**src/rtl/adpll_pkg.sv**
```systemverilog
// Shared types and helpers for the ADPLL feedback-path blocks.
package adpll_pkg;

   localparam int DEF_CNT_W = 16;

   typedef enum logic [1:0] {
      IDLE  = 2'd0,
      ARM   = 2'd1,
      COUNT = 2'd2
   } meter_state_t;

   // Bits needed to hold a match count of 0..lock_cnt.
   function automatic int match_cnt_w(input int lock_cnt);
      return (lock_cnt < 1) ? 1 : $clog2(lock_cnt + 1);
   endfunction

endpackage

```
**src/rtl/sync_edge_det.sv**
```systemverilog
// Synchroniser chain for an asynchronous input plus a one-cycle rising-edge pulse.
module sync_edge_det #(
   parameter int SYNC_STAGES = 2
) (
   input  logic clk,
   input  logic rst_n,
   input  logic din,
   output logic rise
);

   logic [SYNC_STAGES-1:0] chain;
   logic                   prev;

   always_ff @(posedge clk or negedge rst_n) begin
      if (!rst_n) begin
         chain <= '0;
         prev  <= 1'b0;
      end else begin
         chain <= {chain[SYNC_STAGES-2:0], din};
         prev  <= chain[SYNC_STAGES-1];
      end
   end

   assign rise = chain[SYNC_STAGES-1] & ~prev;

endmodule

```
**src/rtl/fb_period_meter.sv**
```systemverilog
// Measures the divided feedback clock period in clk_in cycles, with sticky overflow.
// Frequency-lock detection is built only when FB_LOCK_DET_EN is defined.
module fb_period_meter
   import adpll_pkg::*;
#(
   parameter int CNT_W       = DEF_CNT_W,
   parameter int SYNC_STAGES = 2,
   parameter int EXP_PERIOD  = 4,
   parameter int TOL         = 0,
   parameter int LOCK_CNT    = 8
) (
   input  logic             clk_in,
   input  logic             reset_n,
   input  logic             enable,
   input  logic             fb_clk,
   output logic [CNT_W-1:0] period,
   output logic             period_valid,
   output logic             overflow,
   output logic             locked
);

   meter_state_t     state;
   logic [CNT_W-1:0] cnt;
   logic             fb_edge;
   logic             meas_event;
   logic             ovf_event;

   sync_edge_det #(
      .SYNC_STAGES(SYNC_STAGES)
   ) u_sync (
      .clk  (clk_in),
      .rst_n(reset_n),
      .din  (fb_clk),
      .rise (fb_edge)
   );

   // An edge wins over saturation, so an all-ones count still produces a strobe.
   assign meas_event = (state == COUNT) && fb_edge;
   assign ovf_event  = (state == COUNT) && !fb_edge && (cnt == '1);

   always_ff @(posedge clk_in or negedge reset_n) begin
      if (!reset_n) begin
         state        <= IDLE;
         cnt          <= '0;
         period       <= '0;
         period_valid <= 1'b0;
         overflow     <= 1'b0;
      end else if (!enable) begin
         state        <= IDLE;
         cnt          <= '0;
         period_valid <= 1'b0;
         overflow     <= 1'b0;
      end else begin
         period_valid <= 1'b0;
         unique case (state)
            IDLE: begin
               cnt   <= '0;
               state <= ARM;
            end
            ARM: begin
               if (fb_edge) begin
                  cnt   <= CNT_W'(1);
                  state <= COUNT;
               end
            end
            COUNT: begin
               if (meas_event) begin
                  period       <= cnt;
                  period_valid <= 1'b1;
                  cnt          <= CNT_W'(1);
               end else if (ovf_event) begin
                  overflow <= 1'b1;
                  cnt      <= '0;
                  state    <= ARM;
               end else begin
                  cnt <= cnt + CNT_W'(1);
               end
            end
            default: begin
               state <= IDLE;
               cnt   <= '0;
            end
         endcase
      end
   end

`ifdef FB_LOCK_DET_EN
   localparam int MW = match_cnt_w(LOCK_CNT);

   logic [MW-1:0] match_cnt;
   logic [CNT_W:0] cnt_x;
   logic [CNT_W:0] exp_x;
   logic [CNT_W:0] diff;
   logic           in_tol;

   // Compare at edge time so match_cnt settles together with the strobe.
   always_comb begin
      cnt_x  = {1'b0, cnt};
      exp_x  = (CNT_W+1)'(EXP_PERIOD);
      diff   = (cnt_x >= exp_x) ? (cnt_x - exp_x) : (exp_x - cnt_x);
      in_tol = (diff <= (CNT_W+1)'(TOL));
   end

   always_ff @(posedge clk_in or negedge reset_n) begin
      if (!reset_n) begin
         match_cnt <= '0;
         locked    <= 1'b0;
      end else if (!enable || ovf_event) begin
         match_cnt <= '0;
         locked    <= 1'b0;
      end else begin
         locked <= (match_cnt == MW'(LOCK_CNT));
         if (meas_event) begin
            if (!in_tol)
               match_cnt <= '0;
            else if (match_cnt != MW'(LOCK_CNT))
               match_cnt <= match_cnt + MW'(1);
         end
      end
   end
`else
   assign locked = 1'b0;
`endif

endmodule

```
**config.mk**
```make
export PLATFORM = sky130hd
export DESIGN_NAME = fb_period_meter
export DESIGN_NICKNAME = d
export VERILOG_FILES = /design/src/rtl/adpll_pkg.sv /design/src/rtl/sync_edge_det.sv /design/src/rtl/fb_period_meter.sv
export SDC_FILE = /design/constraint.sdc
export NUM_CORES = 1
export LEC_CHECK = 0
export ABC_AREA = 1
export BUFFER_PORTS_ARGS = -buffer_cell sky130_fd_sc_hd__buf_2
export CELL_PAD_IN_SITES_DETAIL_PLACEMENT = 1
export CELL_PAD_IN_SITES_GLOBAL_PLACEMENT = 1
export CORE_MARGIN = 3
export CORE_UTILIZATION = 35
export DETAILED_ROUTE_END_ITERATION = 6
export PLACE_DENSITY_LB_ADDON = 0.1
export SLEW_MARGIN = 40
export SYNTH_ARGS = -nofsm -noshare
export SYNTH_HDL_FRONTEND = slang
export SYNTH_SLANG_ARGS = --single-unit
```
**constraint.sdc**
```tcl
create_clock -name clk_in -period 1.55 [get_ports clk_in]
set_input_delay 0 -clock clk_in [delete_from_list [all_inputs] [get_ports clk_in]]
set_output_delay 0 -clock clk_in [all_outputs]
set_load 0.02 [all_outputs]
```
==> summary.md <==
| Metric | Value |
|---|---|
| PwrDens | `895 nW/um^2` |
| Mapped cell area | `1950 sq um` |
| Dpl cells | `346` |
| FFs w/ async S/R, synth | `100%` |
| Final setup viols | `0` |
| Comb power frac | `19.4%` |
| Sequential power share | `49.9%` |
| CTS tree | `yes` |
| First-pass GRT wire length | `8200 um` |
| Starting Density | `37.1%` |
| FMAX | `0.685 GHz` |
| Period minus WS final | `1.46 ns` |
| H-tree level count | `2` |
| Synth top area cells | `dfrtp_1, nand2_1, inv_1` |
| Vias | `1652` |
| Placer Congestion | `0.861` |
| HP Class | `primary input to asynchronous set/reset pin` |
| Clock buffer count from CTS | `5` |
| P_leak | `1.17 nW` |
| Total GRT Usage | `16.9%` |
| Initial antenna violation count | `0` |
| Synth top area share | `50.2%` |
| Row Count | `26` |
| Primary FF master, synth | `dfrtp_1` |
| Status | `finished, final reports clean` |
| Post-synthesis sequential area ratio | `50.2%` |
| Power share of the clock group | `30.7%` |
| Cell Chain, Critical Path | `inv_2 > ha_2 > nor2_4 > buf_4 > nand2_1 > inv_1 > nand3_2 > a22oi_1` |
| CP Class | `register to register` |
| Distinct cells, synth | `23` |
| Antenna cells | `0` |
| Syn_area_per_cell | `7.85 sq um` |
| DP HPWL | `3710 um` |
| Synth warn | `0` |
| Share of layout cells above drive strength 1 | `25.3%` |
| Met1 usage | `21.9%` |
| Synthesized net count | `255` |
| Met3 usage | `3.70%` |
| Clk slew on worst S/H paths | `0.07 ns` |
| WP data required | `1.76 ns` |
| Drt pass-1 iters | `4` |
| Wire per inst | `13.7 um` |
| Pre-CTS setup slack | `-0.0179 ns` |
| Layout net count | `295` |
| Fin worst setup slack | `0.0906 ns` |
| Final period util | `94.2%` |
| Startpoint types | `register` |
| Final Hold Viols | `0` |
| Post-synth EDFFs | `0` |
| CP Capture Type | `register` |
| Syn Inst Count | `248` |
| Clock Sinks | `39` |
| Residual DRC | `0` |
| Internal | `1.53 mW` |
| VDD IR max | `0.000684 V` |
| Slew Limit Fails | `0` |
| Final wirelength | `4930 um` |
| Cell Count, Final, Fillers Out | `359` |
| 1st-iter DRT viols | `62` |
| Area grow syn2layout | `24.3%` |
| Grt total ovfl | `0` |
| Maxcap violations | `0` |
| Vias in the first global route | `1692` |
| Worst Path Arrival | `1.67 ns` |
| Met2 Resource Use GR | `28.1%` |
| Clock Tree Root | `clkbuf_8` |
| Chip Width | `80.6 um` |
| Pin count of the biggest net entering global routing | `40` |
| I/O pin cnt | `23` |
| CTS max path bufs | `2` |
| Grt peak-use layer | `met2` |
| Die ar. | `6490 sq um` |
| Worst-Skew Late Latency | `0.29 ns` |
| Largest area contributor in the netlist | `dfrtp_1` |
| Die height | `80.6 um` |
| CP Max Fanout | `3` |
| Remaining antenna violation count | `0` |
| Max stage delay cell, worst path | `dfrtp_2` |
| Via density | `4.60` |
| PortBufs | `21` |
| Synth Register Bits | `39` |
| Fin util | `46.2%` |
| Max stage delay on crit path | `0.44 ns` |
| Clock Skew | `0.00484 ns` |
| Sw frac | `29.5%` |
| Psw | `638 uW` |
| Core area | `5240 sq um` |
[metal layers]
| layer | routed length [um] | up-vias |
|---|---|---|
| li1 | - | 851 |
| met1 | 2390 | 774 |
| met2 | 2350 | 22 |
| met3 | 135 | 5 |
| met4 | 58 | 0 |
| met5 | 0 | - |
[through the flow]
| stage | area, sq um | TNS, ns | power, mW | hold slack [ns] |
|---|---|---|---|---|
| floorplan | 1950 | 0 | 1.30 | -0.296 |
| global placement | 2210 | 0 | 1.44 | 0.0890 |
| detailed placement | 2210 | -0.0893 | 1.45 | 0.0966 |
| CTS | 2330 | 0 | 2.14 | 0.309 |
| global route | 2420 | -0.00259 | 2.31 | 0.335 |
| finish | 2420 | 0 | 2.17 | 0.293 |
[cell families after synthesis]
logic type / synth area share [%]
AOI/OAI and AO/OA: 8.23
xor gates and xnor gates: 1.35
adders and majority gates: 1.93
buffers and inverters: 8.62
DFF: 50.2
other: 0.193
and+or+nand+nor: 29.5
[timing repair]
item,in CTS,in global routing
gates resized for setup,4,22
hold buffers,3,0
setup buffers,0,2
endpoints found under the hold margin,41,0
setup endpoints to repair,7,18
pin swaps,2,2
[power by group through the flow]
stage | logic [mW] | clock network [mW] | registers (mW)
finish | 0.420 | 0.665 | 1.08
global route | 0.475 | 0.746 | 1.09
CTS | 0.374 | 0.699 | 1.07
detailed placement | 0.360 | 0 | 1.09
global placement | 0.355 | 0 | 1.09
floorplan | 0.209 | 0 | 1.09
[placed cells by master, fill, tap and decap left out, types with 2 or more instances in the layout]
cell            n
a21oi_1         2
buf_2          21
buf_4          11
clkbuf_1        2
clkbuf_8        5
dfrtp_1        38
dlygate4sd3_1   3
ha_2            2
inv_1          32
inv_2           5
nand2_1        66
nand2_2         9
nand3_1        17
nand3_2         3
nand4_1         3
nor2_1         19
nor2_2          3
nor2_4          4
o21ai_0        15
o21ai_1        12
xor2_1          3
[state kept, by name, indices dropped and copies added, names as in the netlist]
name	flops
period	16
period_valid	1
u_sync.prev	1
state	2
cnt	16
overflow	1
u_sync.chain	2
[cell type report]
type                    instances  area, sq um
fillers                       653         2820
flip-flops and latches         39          977
multi-input cells             167          878
repair buffers                 37          249
inverters                      38          145
well taps                      70         87.6
clock buffers                   7         76.3
clock inverters                 1         5.00
[critical path: cells and delay by family, from the launching register on]
family          cells  cell delay (ns)
fa+ha+maj           1             0.28
compound gates      1             0.15
flops               1             0.44
buf+inv             3             0.25
simple gates        3             0.26
[final timing paths]
kind | from | to | slack (ns) | cells past startpoint
min in group clk_in | fb_clk | u_sync.chain[0] | 0.35 | 2
worst max-delay path | state[0] | cnt[5] | 0.09 | 8
worst min-delay path | reset_n | period[11] | 0.29 | 3
worst max register to register | state[0] | cnt[5] | 0.09 | 8
max in group asynchronous | reset_n | state[0] | 0.88 | 3
worst min register to register | u_sync.chain[0] | u_sync.chain[1] | 0.36 | 0
[cells in the mapped netlist, types with 2 or more instances]
library cell   n
o21ai_1        9
nand4_1        3
nor2_2         5
nor3_2         2
nor2_1        20
xor2_1         3
dfrtp_1       39
buf_2          2
a21oi_1        2
buf_4          2
inv_2          3
ha_1           3
nand2_2        7
nand3_1       20
inv_1         35
nand2_1       69
o21ai_0       18
Power figures use the tool's default switching activity.
